### src/rtl/mcu_branch_resolve_queue.sv
// In-order queue of conditional-branch predictions awaiting resolution from execute.
// Resolution drives BHT training, fetch redirect on mispredict and a saturating mispredict count.
module mcu_branch_resolve_queue #(
  parameter int DEPTH = 4,
  parameter int CNT_W = 16
) (
  input  logic                     clk,
  input  logic                     rst,
  input  logic                     push_valid,
  output logic                     push_ready,
  input  logic [31:0]              push_pc,
  input  logic                     push_pred_taken,
  input  logic [31:0]              push_pred_target,
  input  logic                     res_valid,
  input  logic [31:0]              res_pc,
  input  logic                     res_taken,
  input  logic [31:0]              res_target,
  input  logic                     flush_in,
  output logic                     update_valid,
  output logic [31:0]              update_pc,
  output logic                     update_taken,
  output logic                     redirect_valid,
  output logic [31:0]              redirect_pc,
  output logic                     res_error,
  output logic [$clog2(DEPTH):0]   occupancy,
  output logic [CNT_W-1:0]         mispredict_cnt
);

  localparam int PTR_W = $clog2(DEPTH);
  localparam int OCC_W = PTR_W + 1;

  logic [31:0]      r_pc_mem  [DEPTH];
  logic             r_pt_mem  [DEPTH];
  logic [31:0]      r_tgt_mem [DEPTH];
  logic [PTR_W-1:0] r_wr_ptr;
  logic [PTR_W-1:0] r_rd_ptr;
  logic [OCC_W-1:0] r_occ;

  logic             r_upd_valid_p1;
  logic [31:0]      r_upd_pc_p1;
  logic             r_upd_taken_p1;
  logic             r_redir_valid_p1;
  logic [31:0]      r_redir_pc_p1;
  logic             r_err_p1;
  logic [CNT_W-1:0] r_mis_cnt;

  logic             w_full;
  logic             w_empty;
  logic             w_push;
  logic             w_res;
  logic [31:0]      w_head_pc;
  logic             w_head_pt;
  logic [31:0]      w_head_tgt;
  logic             w_pc_match;
  logic             w_res_ok;
  logic             w_err;
  logic             w_pop;
  logic             w_mis;
  logic             w_clear;
  logic [31:0]      w_redir_pc;

  // Flush masks both sides; a pc mismatch or empty queue is a protocol error, not a resolve.
  always_comb begin
    w_full     = (r_occ == OCC_W'(DEPTH));
    w_empty    = (r_occ == '0);
    w_push     = push_valid && !w_full && !flush_in;
    w_res      = res_valid && !flush_in;
    w_head_pc  = r_pc_mem[r_rd_ptr];
    w_head_pt  = r_pt_mem[r_rd_ptr];
    w_head_tgt = r_tgt_mem[r_rd_ptr];
    w_pc_match = (w_head_pc == res_pc);
    w_res_ok   = w_res && !w_empty && w_pc_match;
    w_err      = w_res && (w_empty || !w_pc_match);
    w_pop      = w_res && !w_empty;
    w_mis      = w_res_ok && ((res_taken != w_head_pt) ||
                              (res_taken && (res_target != w_head_tgt)));
    w_clear    = flush_in || w_mis;
    w_redir_pc = res_taken ? res_target : (w_head_pc + 32'd4);
  end

  always_ff @(posedge clk) begin
    if (w_push && !w_mis) begin
      r_pc_mem[r_wr_ptr]  <= push_pc;
      r_pt_mem[r_wr_ptr]  <= push_pred_taken;
      r_tgt_mem[r_wr_ptr] <= push_pred_target;
    end
  end

  always_ff @(posedge clk or posedge rst) begin
    if (rst) begin
      r_wr_ptr <= '0;
      r_rd_ptr <= '0;
      r_occ    <= '0;
    end else if (w_clear) begin
      r_wr_ptr <= '0;
      r_rd_ptr <= '0;
      r_occ    <= '0;
    end else begin
      if (w_push) r_wr_ptr <= r_wr_ptr + PTR_W'(1);
      if (w_pop)  r_rd_ptr <= r_rd_ptr + PTR_W'(1);
      r_occ <= r_occ + OCC_W'(w_push) - OCC_W'(w_pop);
    end
  end

  // ---- resolve -> registered training / redirect outputs (stage p1) ----
  always_ff @(posedge clk or posedge rst) begin
    if (rst) begin
      r_upd_valid_p1   <= 1'b0;
      r_upd_pc_p1      <= '0;
      r_upd_taken_p1   <= 1'b0;
      r_redir_valid_p1 <= 1'b0;
      r_redir_pc_p1    <= '0;
      r_err_p1         <= 1'b0;
      r_mis_cnt        <= '0;
    end else begin
      r_upd_valid_p1   <= w_res_ok;
      r_redir_valid_p1 <= w_mis;
      r_err_p1         <= w_err;
      if (w_res_ok) begin
        r_upd_pc_p1    <= w_head_pc;
        r_upd_taken_p1 <= res_taken;
      end
      if (w_mis) r_redir_pc_p1 <= w_redir_pc;
      if (w_mis && (r_mis_cnt != '1)) r_mis_cnt <= r_mis_cnt + CNT_W'(1);
    end
  end

  assign push_ready     = !w_full;
  assign occupancy      = r_occ;
  assign update_valid   = r_upd_valid_p1;
  assign update_pc      = r_upd_pc_p1;
  assign update_taken   = r_upd_taken_p1;
  assign redirect_valid = r_redir_valid_p1;
  assign redirect_pc    = r_redir_pc_p1;
  assign res_error      = r_err_p1;
  assign mispredict_cnt = r_mis_cnt;

endmodule
### config.mk
export PLATFORM = sky130hd
export DESIGN_NAME = mcu_branch_resolve_queue
export DESIGN_NICKNAME = d
export VERILOG_FILES = /design/src/rtl/mcu_branch_resolve_queue.sv
export SDC_FILE = /design/constraint.sdc
export NUM_CORES = 1
export LEC_CHECK = 0
export ABC_CLOCK_PERIOD_IN_PS = 5200
export CAP_MARGIN = 10
export CORE_MARGIN = 2
export CORE_UTILIZATION = 55
export DETAILED_ROUTE_END_ITERATION = 10
export GPL_ROUTABILITY_DRIVEN = 0
export PLACE_DENSITY = 0.8
export SETUP_SLACK_MARGIN = 0.3
export SLEW_MARGIN = 10
export SYNTH_ARGS = -nofsm -noshare
export SYNTH_HDL_FRONTEND = slang
export SYNTH_SLANG_ARGS = --single-unit
### constraint.sdc
create_clock -name clk -period 5.2 [get_ports clk]
set_input_delay 0.78 -clock clk [delete_from_list [all_inputs] [get_ports clk]]
set_output_delay 0.78 -clock clk [all_outputs]
set_load 0.01 [all_outputs]
**Yosys cells after proc, flatten, opt, wreduce, memory -nomap -nowiden**

Memory sizes are Yosys's and may differ from the RTL's.
Index checks and enable logic that the tools add are counted.

- Equal/unequal tests: 5
- Mux-type cells: 8
- Reductions and logical operators: 21
- Add/sub/neg operators: 6

Operators with widths:

| kind | number |
|---|---|
| 32-bit by 3-bit adder with 32-bit output, second input constant | 1 |
| 32-bit == test | 1 |
| 32-bit 2-to-1 mux | 1 |
| 32-bit inequality test | 1 |
| 16-bit by 1-bit adder with 16-bit output, second input constant | 1 |
| 16-bit inequality test, second input constant | 1 |
| 1-bit logical AND | 10 |
| 2-bit 2-to-1 mux | 4 |
| 1-bit logical NOT | 5 |
| 2-bit by 1-bit adder with 2-bit output, second input constant | 2 |
| 2-bit nonzero test | 2 |
| 3-bit by 1-bit adder with 3-bit output | 1 |
| 3-bit == test, second input constant | 1 |
| 3-bit logical NOT | 1 |
| 1-bit logical OR | 3 |
| 3-bit 2-to-1 mux | 1 |
| 3-bit by 1-bit subtractor with 3-bit output | 1 |
| 1-bit 2-to-1 mux | 2 |
| 1-bit inequality test | 1 |

- Output and inout bits: 88
- Bits in writable memories: 260
- Memories kept: 3
- Register bits after elaboration: 91

Memories:

| name | words | bits a word | read ports | clocked after Yosys merged registers in | write ports | line | source |
|---|---|---|---|---|---|---|---|
| r_pc_mem | 4 | 32 | 1 | 0 | 1 | 32 | `logic [31:0] r_pc_mem [DEPTH];` |
| r_tgt_mem | 4 | 32 | 1 | 0 | 1 | 34 | `logic [31:0] r_tgt_mem [DEPTH];` |
| r_pt_mem | 4 | 1 | 1 | 0 | 1 | 33 | `logic r_pt_mem [DEPTH];` |

**Logic depth before layout (Yosys ltp)**

Gate-level depths: netlist of run 1.

- Depth in word-level cells: 9
- Depth in mapped cells: 14

**Worst setup path before layout of run 1**

No wires, ideal clock.

- Kind: register -> register
- From: reg r_rd_ptr[0]
- To: mem r_pc_mem[0][0] (enable)
- Stages on the path, launching flop included: 12
- Slack: 0.501 ns
- Required time: 4.770 ns
- Data arrival time: 4.269 ns
- Clock period less this slack: 4.699 ns
- Setup time: 0.430 ns
- Path through: dfrtp_1 buf_6 buf_6 buf_4 mux4_2 xnor2_1 nand4_1 or4_1 o2111a_1 buf_4 nor3_2 and2_1

- Word-level cells in the longest chain between the ends: 9
- Elaborated cells between the ends (all ways): 14
- Classes of those cells: eq/ne: 3; mux: 2; reduce/logical: 6; memory: 3

Ends and longest elaborated chain:

| element | line | source |
|---|---|---|
| from (decl) | 36 | `logic [PTR_W-1:0] r_rd_ptr;` |
| from (signal assigned) | 100 | `if (w_pop) r_rd_ptr <= r_rd_ptr + PTR_W'(1);` |
| memory read 4 x 32 bit | - |  |
| 32-bit inequality test | 76 | `(res_taken && (res_target != w_head_tgt)));` |
| 1-bit logical AND | 76 |  |
| 1-bit logical OR | 75 | `w_mis = w_res_ok && ((res_taken != w_head_pt) \|\|` |
| 1-bit logical AND * | 75 |  |
| 1-bit logical NOT * | 82 | `if (w_push && !w_mis) begin` |
| 1-bit logical AND * | 82 |  |
| 1-bit 2-to-1 mux * | 82 |  |
| 1-bit 2-to-1 mux (implied by the code) * | 83 | `r_pc_mem[r_wr_ptr] <= push_pc;` |
| to (decl) | 32 |  |

Every way passes the cells marked *; elsewhere a longest branch is shown, timed or not.

**Worst setup path after layout of run 1**

- From: reg r_rd_ptr[0]
- To: reg r_upd_pc_p1[12], in the netlist update_pc[12]

- Word-level cells in the longest chain between the ends: 3

Ends and longest elaborated chain:

| element | line | source |
|---|---|---|
| memory read 4 x 32 bit * | - |  |
| 32-bit == test | 71 | `w_pc_match = (w_head_pc == res_pc);` |
| 1-bit logical AND | 72 | `w_res_ok = w_res && !w_empty && w_pc_match;` |
| to (signal assigned) | 120 | `r_upd_pc_p1 <= w_head_pc;` |
| to (decl) | 40 | `logic [31:0] r_upd_pc_p1;` |

Marks and branches as above.
A chain may end at the register's enable or synchronous reset.

==> results of run 1 <==
placed cells by master (no fill, tap or decap), types with 29 or more instances in the layout:
master | Yosys | final
xor2_1 | 29 | 29
mux2_2 | 50 | 50
mux2i_1 | 43 | 43
edfxtp_1 | 260 | 260
o21ai_0 | 37 | 37
clkdlybuf4s50_1 | 0 | 221
mux4_2 | 55 | 55
nor2_1 | 32 | 32
nand4_1 | 32 | 32
clkbuf_16 | 0 | 37
xnor2_1 | 69 | 69
nand2_1 | 83 | 83
dfrtp_1 | 91 | 89
worst max-delay path, cell delays in order, from the launching register on:
cell and delay (ns):
dfrtp_4 1.00, buf_12 0.27, buf_4 0.31, or2_2 0.17, o32ai_1 0.07, a211o_1 0.24, a211oi_1 0.72, and2_1 0.31
and3_2 0.33, buf_4 0.44, mux2_2 0.40
where the power goes:
group	total (W)	internal (W)	switching (W)
sequential	0.00324	0.00315	0.0000874
clock	0.00253	0.00148	0.00105
combinational	0.00113	0.000487	0.000640
cells by family after synthesis:
logic type                 count (synthesis)
adders and majority gates                  9
xor gates and xnor gates                  99
buffers and inverters                     63
and+or+nand+nor                          237
muxes                                    151
AOI/OAI and AO/OA                         96
DFF                                      351
flip-flops by register name, indices dropped and copies added, names as in the netlist, 2 cells and up:
name and flops:
r_rd_ptr 2, r_tgt_mem 128, r_pt_mem 4, update_pc 32, mispredict_cnt 16, redirect_pc 32, r_pc_mem 128, occupancy 3
r_wr_ptr 2
layout make-up:
cell class / count / area share, %
well taps: 378 / 2.447
repair buffers: 242 / 12.57
flip-flops and latches: 351 / 52.21
multi-input cells: 592 / 26.35
clock inverters: 20 / 0.9580
clock buffers: 44 / 5.029
inverters: 22 / 0.4337
final timing paths:
path                                      start         endpoint  slack, ns
worst min register to register  redirect_pc[16]  redirect_pc[16]       0.47
min in group asynchronous                   rst     update_valid       0.84
worst max-delay path                r_rd_ptr[0]    update_pc[12]       0.76
worst min-delay path            redirect_pc[16]  redirect_pc[16]       0.47
worst max register to register      r_rd_ptr[0]    update_pc[12]       0.76
max in group asynchronous                   rst      r_rd_ptr[1]       3.28
metrics by stage:
stage	setup WS, ns	utilization [%]	hold slack [ns]
finish	0.7633	69.58	0.4724
detailed placement	0.8509	65.41	0.4633
CTS	0.8310	69.58	0.4745
global route	0.5838	69.58	0.4973
global placement	0.9036	65.41	0.4572
floorplan	0.5005	-	0.5046
routing by layer:
layer	global-route usage, %	vias up	part of all wire (%)
li1	-	4336	-
met1	37.70	4998	39
met2	44.96	614	47
met3	6.752	108	10
met4	10.81	0	3.8
met5	0	-	0
==> flow_results.xml, run 1 <==
<?xml version="1.0" encoding="UTF-8"?>
<metrics>
  <group name="floorplanning">
    <metric name="core_area" unit="mm²">0.02778</metric>
    <metric name="die_x" unit="µm">171.9</metric>
    <metric name="die_h" unit="µm">171.9</metric>
    <metric name="floorplan.initialDensity" unit="%">55.81</metric>
    <metric name="io_pins" unit="">223</metric>
    <metric name="rows" unit="">61</metric>
    <metric name="floorplan.die_area" unit="mm²">0.02955</metric>
  </group>
  <group name="routing">
    <metric name="dr.pass1.iters" unit="">7</metric>
    <metric name="num_vias" unit="">10060</metric>
    <metric name="route.antenna.remaining_nets" unit="">0</metric>
    <metric name="drcViolationCount" unit="">0</metric>
    <metric name="postRouteWirelength" unit="µm">41400</metric>
    <metric name="detail_route.wl_per_cell" unit="µm">25.11</metric>
    <metric name="vias_per_cell" unit="">6.098</metric>
    <metric name="first_iter_violations" unit="">1147</metric>
  </group>
  <group name="sta">
    <metric name="clock_skew" unit="ns">0.01250</metric>
    <metric name="period_needed" unit="ns">4.437</metric>
    <metric name="final_min_period_over_clock_period" unit="%">85.32</metric>
    <metric name="setup-tns-final" unit="ns">0</metric>
    <metric name="tightestPinTransition" unit="ns">1.097</metric>
    <metric name="report.final.setup_viol" unit="">0</metric>
    <metric name="total_count_of_hold_check_failures_in_the_final_report" unit="">0</metric>
    <metric name="setup_repair_after_global_routing_missed_its_margin" unit="">no</metric>
    <metric name="rel_slew_slack" unit="%">26.87</metric>
    <metric name="timing_max_transition_violations_final" unit="">0</metric>
    <metric name="achievable-frequency" unit="GHz">0.2254</metric>
  </group>
  <group name="synthesis">
    <metric name="dominantRegCellSynth" unit="">edfxtp_1</metric>
    <metric name="yosys.area_share.simple" unit="%">7.876</metric>
    <metric name="post_synthesis_xor_xnor_area_fraction" unit="%">5.641</metric>
    <metric name="mappedNetlistNets" unit="">1150</metric>
    <metric name="synth_compound_area_share" unit="%">3.906</metric>
    <metric name="synth_largest_type_area_fraction" unit="%">50.36</metric>
    <metric name="combinational_family_with_the_most_area_after_synthesis" unit="">multiplexers</metric>
    <metric name="yosys.cell_count.top_type" unit="">edfxtp_1</metric>
    <metric name="asyncSetResetFlopFracSynth" unit="%">25.93</metric>
    <metric name="syn-instance-count" unit="">1006</metric>
    <metric name="synthesized_flop_and_latch_total" unit="">351</metric>
    <metric name="ys_top_cells_by_count" unit="">edfxtp_1 (260), dfrtp_1 (91), nand2_1 (83), xnor2_1 (69), mux4_2 (55)</metric>
    <metric name="synth_top_cell_by_area" unit="">edfxtp_1</metric>
    <metric name="synth.yosys.seq_area_share" unit="%">65.04</metric>
    <metric name="synth-adder-area-share" unit="%">0.7747</metric>
    <metric name="synth.area.mux_share" unit="%">14.61</metric>
    <metric name="synth_enable_flop_cells" unit="">260</metric>
    <metric name="syn_area" unit="mm²">0.01550</metric>
    <metric name="yosysWarningCount" unit="">0</metric>
    <metric name="yosysUniqueCellTypes" unit="">60</metric>
    <metric name="ys_top_cells_by_area" unit="">edfxtp_1 (50%), dfrtp_1 (15%), mux4_2 (8.0%), xnor2_1 (3.9%), mux2_2 (3.6%)</metric>
    <metric name="synth_area_per_cell" unit="µm²">15.41</metric>
  </group>
  <group name="worst_setup_path">
    <metric name="worst_setup_path_end_kind" unit="">flip-flop</metric>
    <metric name="ff2ff_path_depth" unit="">10</metric>
    <metric name="arrival" unit="ns">4.83</metric>
    <metric name="crit_path_start_kind" unit="">flip-flop</metric>
    <metric name="cp_data_required_time" unit="ns">5.59</metric>
    <metric name="worstPathMaxFanout" unit="">44</metric>
    <metric name="critPathKind" unit="">flip-flop to flip-flop</metric>
  </group>
  <group name="clock_tree">
    <metric name="cts_resized" unit="">0</metric>
    <metric name="clock_tree.root_cell" unit="">clkbuf_16</metric>
    <metric name="insertion_delay" unit="ns">0.51</metric>
    <metric name="max-clock-path-buffers" unit="">3</metric>
    <metric name="clkTransAtPathRegs" unit="ns">0.06</metric>
    <metric name="clock_sink_count" unit="">351</metric>
    <metric name="ctsHoldBuffers" unit="">0</metric>
    <metric name="tritoncts.num_buffers" unit="">37</metric>
    <metric name="ctsHtreeMaxLevel" unit="">2</metric>
    <metric name="postCtsSetupRepairBufs" unit="">0</metric>
    <metric name="cts_tree" unit="">yes</metric>
  </group>
  <group name="grt">
    <metric name="grt.total_usage" unit="%">28.09</metric>
    <metric name="maximum_number_of_pins_on_one_net_before_global_route_repair" unit="">66</metric>
    <metric name="initial_antenna_violation_count" unit="">0</metric>
    <metric name="wire_length_of_the_first_global_routing_pass" unit="µm">60430</metric>
    <metric name="number_of_global_route_vias_before_repair" unit="">10090</metric>
    <metric name="grt.overflow.total" unit="">0</metric>
  </group>
  <group name="placement">
    <metric name="number_of_buffer_cells_added_on_primary_ports" unit="">222</metric>
    <metric name="place.detailed.instances" unit="">1585</metric>
    <metric name="hpwl" unit="µm">29210</metric>
    <metric name="dpl-instance-area" unit="mm²">0.01817</metric>
  </group>
  <group name="job">
    <metric name="drv.max_cap_violation_count" unit="">0</metric>
  </group>
  <group name="power_and_ir_drop">
    <metric name="design_power_total" unit="W">0.006899</metric>
    <metric name="p_leak" unit="nW">6.783</metric>
    <metric name="pd_cells" unit="mW/mm²">356.9</metric>
    <metric name="ir_drop" unit="mV">0.2359</metric>
  </group>
  <group name="min_path">
    <metric name="hold_class" unit="">flip-flop to flip-flop</metric>
    <metric name="min_delay_path_depth" unit="">2</metric>
  </group>
  <group name="layout">
    <metric name="insertedDiodeCount" unit="">0</metric>
    <metric name="final-seq-area" unit="mm²">0.01009</metric>
    <metric name="layout-area-overhead-vs-synth" unit="%">24.67</metric>
    <metric name="finish.instance_area" unit="mm²">0.01933</metric>
    <metric name="fillers" unit="">1879</metric>
    <metric name="drive_above_1_share" unit="%">15.74</metric>
    <metric name="layout.nets" unit="">1390</metric>
    <metric name="multi_input_area" unit="mm²">0.005094</metric>
    <metric name="instances_no_fill" unit="">1649</metric>
  </group>
  <group name="run_status">
    <metric name="status" unit="">completed</metric>
  </group>
</metrics>
Note: power is estimated with default switching activity, not from simulation.
==> inputs of run 2 (changes only) <==
--- a/config.mk
+++ b/config.mk
@@ -7,6 +7,7 @@
 export LEC_CHECK = 0
 export ABC_CLOCK_PERIOD_IN_PS = 5200
 export CAP_MARGIN = 10
+export CORE_ASPECT_RATIO = 0.75
 export CORE_MARGIN = 2
 export CORE_UTILIZATION = 55
 export DETAILED_ROUTE_END_ITERATION = 10
==> flow_results.xml, run 2 (same netlist as run 1, synthesis figures left out) <==
<?xml version="1.0" encoding="UTF-8"?>
<metrics>
  <group name="routing">
    <metric name="postRouteWirelength" unit="µm">41000</metric>
    <metric name="first_iter_violations" unit="">870</metric>
    <metric name="detail_route.wl_per_cell" unit="µm">25.23</metric>
    <metric name="drcViolationCount" unit="">0</metric>
    <metric name="vias_per_cell" unit="">6.198</metric>
    <metric name="route.antenna.remaining_nets" unit="">0</metric>
    <metric name="dr.pass1.iters" unit="">8</metric>
    <metric name="num_vias" unit="">10070</metric>
  </group>
  <group name="sta">
    <metric name="setup_repair_after_global_routing_missed_its_margin" unit="">no</metric>
    <metric name="final.hold.worst_slack" unit="ns">0.4859</metric>
    <metric name="report.final.setup_viol" unit="">0</metric>
    <metric name="achievable-frequency" unit="GHz">0.2361</metric>
    <metric name="timing_max_transition_violations_final" unit="">0</metric>
    <metric name="total_count_of_hold_check_failures_in_the_final_report" unit="">0</metric>
    <metric name="tightestPinTransition" unit="ns">1.012</metric>
    <metric name="setup-tns-final" unit="ns">0</metric>
    <metric name="clock_skew" unit="ns">0.01845</metric>
    <metric name="rel_slew_slack" unit="%">31.84</metric>
    <metric name="final_min_period_over_clock_period" unit="%">81.46</metric>
    <metric name="period_needed" unit="ns">4.236</metric>
  </group>
  <group name="floorplanning">
    <metric name="rows" unit="">53</metric>
    <metric name="die_x" unit="µm">197.9</metric>
    <metric name="io_pins" unit="">223</metric>
    <metric name="floorplan.initialDensity" unit="%">55.67</metric>
    <metric name="die_h" unit="µm">149.4</metric>
    <metric name="floorplan.die_area" unit="mm²">0.02956</metric>
    <metric name="core_area" unit="mm²">0.02785</metric>
  </group>
  <group name="worst_setup_path">
    <metric name="reg2reg_from" unit="">r_rd_ptr[0]</metric>
    <metric name="critPathKind" unit="">flip-flop to flip-flop</metric>
    <metric name="critPathLaunch" unit="">r_rd_ptr[0]</metric>
    <metric name="crit_path_start_kind" unit="">flip-flop</metric>
    <metric name="largest_incremental_delay_on_the_critical_path" unit="ns">0.74</metric>
    <metric name="crit_top_cell" unit="">buf_12</metric>
    <metric name="cpMaxStageDelayCell" unit="">dfrtp_4</metric>
    <metric name="worst_setup_path_end_kind" unit="">flip-flop</metric>
    <metric name="worstPathCellList" unit="">buf_12, mux4_2, xnor2_1, nand4_1, or4_1, o2111a_1, nor3_2, and2_2, buf_12</metric>
    <metric name="cp_data_required_time" unit="ns">5.36</metric>
    <metric name="worstPathMaxFanout" unit="">63</metric>
    <metric name="arrival" unit="ns">4.40</metric>
  </group>
  <group name="power_and_ir_drop">
    <metric name="p_leak" unit="nW">6.772</metric>
    <metric name="design_power_total" unit="W">0.006788</metric>
    <metric name="ir_drop" unit="mV">0.2848</metric>
    <metric name="pd_cells" unit="mW/mm²">351.8</metric>
  </group>
  <group name="job">
    <metric name="drv.max_cap_violation_count" unit="">0</metric>
  </group>
  <group name="clock_tree">
    <metric name="clock_sink_count" unit="">351</metric>
    <metric name="max-clock-path-buffers" unit="">3</metric>
    <metric name="ctsHtreeMaxLevel" unit="">2</metric>
    <metric name="postCtsSetupRepairBufs" unit="">0</metric>
    <metric name="clock_tree.root_cell" unit="">clkbuf_16</metric>
    <metric name="ctsHoldBuffers" unit="">0</metric>
    <metric name="clkTransAtPathRegs" unit="ns">0.06</metric>
    <metric name="tritoncts.num_buffers" unit="">35</metric>
    <metric name="cts_tree" unit="">yes</metric>
    <metric name="insertion_delay" unit="ns">0.52</metric>
    <metric name="cts_resized" unit="">0</metric>
  </group>
  <group name="run_status">
    <metric name="status" unit="">completed</metric>
  </group>
  <group name="grt">
    <metric name="grt.overflow.total" unit="">0</metric>
    <metric name="wire_length_of_the_first_global_routing_pass" unit="µm">60590</metric>
    <metric name="maximum_number_of_pins_on_one_net_before_global_route_repair" unit="">64</metric>
    <metric name="initial_antenna_violation_count" unit="">2</metric>
    <metric name="grt.total_usage" unit="%">28.07</metric>
    <metric name="number_of_global_route_vias_before_repair" unit="">10000</metric>
  </group>
  <group name="layout">
    <metric name="layout-area-overhead-vs-synth" unit="%">24.46</metric>
    <metric name="mostFrequentLayoutCells" unit="">edfxtp_1 (260), clkdlybuf4s50_1 (221), dfrtp_1 (89), nand2_1 (83), xnor2_1 (69)</metric>
    <metric name="fillers" unit="">1865</metric>
    <metric name="drive_above_1_share" unit="%">15.46</metric>
    <metric name="insertedDiodeCount" unit="">0</metric>
    <metric name="final_common_cell" unit="">edfxtp_1</metric>
    <metric name="reg.largest.list" unit="">r_pc_mem (128), r_tgt_mem (128)</metric>
    <metric name="layout.nets" unit="">1386</metric>
  </group>
  <group name="placement">
    <metric name="hpwl" unit="µm">28960</metric>
    <metric name="number_of_buffer_cells_added_on_primary_ports" unit="">222</metric>
  </group>
  <group name="min_path">
    <metric name="hold_class" unit="">flip-flop to flip-flop</metric>
    <metric name="worstHoldStart" unit="">redirect_pc[8]</metric>
  </group>
</metrics>
[run 2: stage by stage]
step | cell area, µm² | util, % | setup slack, ns | instances
after floorplan | 15500 | - | 0.5005 | 1006
after global placement | 18180 | 65.28 | 1.075 | 1562
after detailed placement | 18180 | 65.28 | 1.025 | 1562
after CTS | 19300 | 69.29 | 1.007 | 1625
after global routing | 19300 | 69.29 | 0.7850 | 1625
final | 19300 | 69.29 | 0.9638 | 1625
[run 2: metal layers]
| metal | GRT usage [%] | up-vias | part of all wire, % |
|---|---|---|---|
| met2 | 42.68 | 558 | 46 |
| met4 | 10.71 | 2 | 3.7 |
| li1 | - | 4345 | - |
| met5 | 0 | - | 0.032 |
| met1 | 39.80 | 5064 | 41 |
| met3 | 6.692 | 103 | 9.9 |
[run 2: cell type report]
class / instances / area (µm²) / area share [%]
Clock inverter: 13 / 67.56 / 0.3501
Timing Repair Buffer: 240 / 2465 / 12.77
Tap cell: 357 / 446.7 / 2.315
Clock buffer: 50 / 1047 / 5.427
Inverter: 22 / 85.08 / 0.4409
Multi-Input combinational cell: 592 / 5094 / 26.40
Sequential cell: 351 / 10090 / 52.30
[run 2: final timing paths]
check / to / slack [ns] / depth (start not counted)
setup / recovery: r_pc_mem[0][17] / 0.96 / 9
hold / removal: redirect_pc[8] / 0.49 / 2
setup reg to reg: r_pc_mem[0][17] / 0.96 / 9
hold reg to reg: redirect_pc[8] / 0.49 / 2
max in group asynchronous: update_pc[21] / 3.45 / 3
min in group asynchronous: mispredict_cnt[9] / 0.71 / 2
[run 2: worst max-delay path, delay by kind of cell, from the launching register on]
kind	cells	cell delay, ns
and+or+nand+nor	4	1.15
xor gates and xnor gates	1	0.23
DFF	1	0.74
AOI/OAI and AO/OA	1	0.32
buffers and inverters	2	0.70
muxes	1	0.62
[run 2: power by group]
group	internal, W	total (W)	leakage, nW	switching, W
clock network	0.00141	0.00243	0.542	0.00102
logic	0.000488	0.00114	2.62	0.000650
registers	0.00315	0.00322	3.61	0.0000707
total	0.00504	0.00679	6.77	0.00174
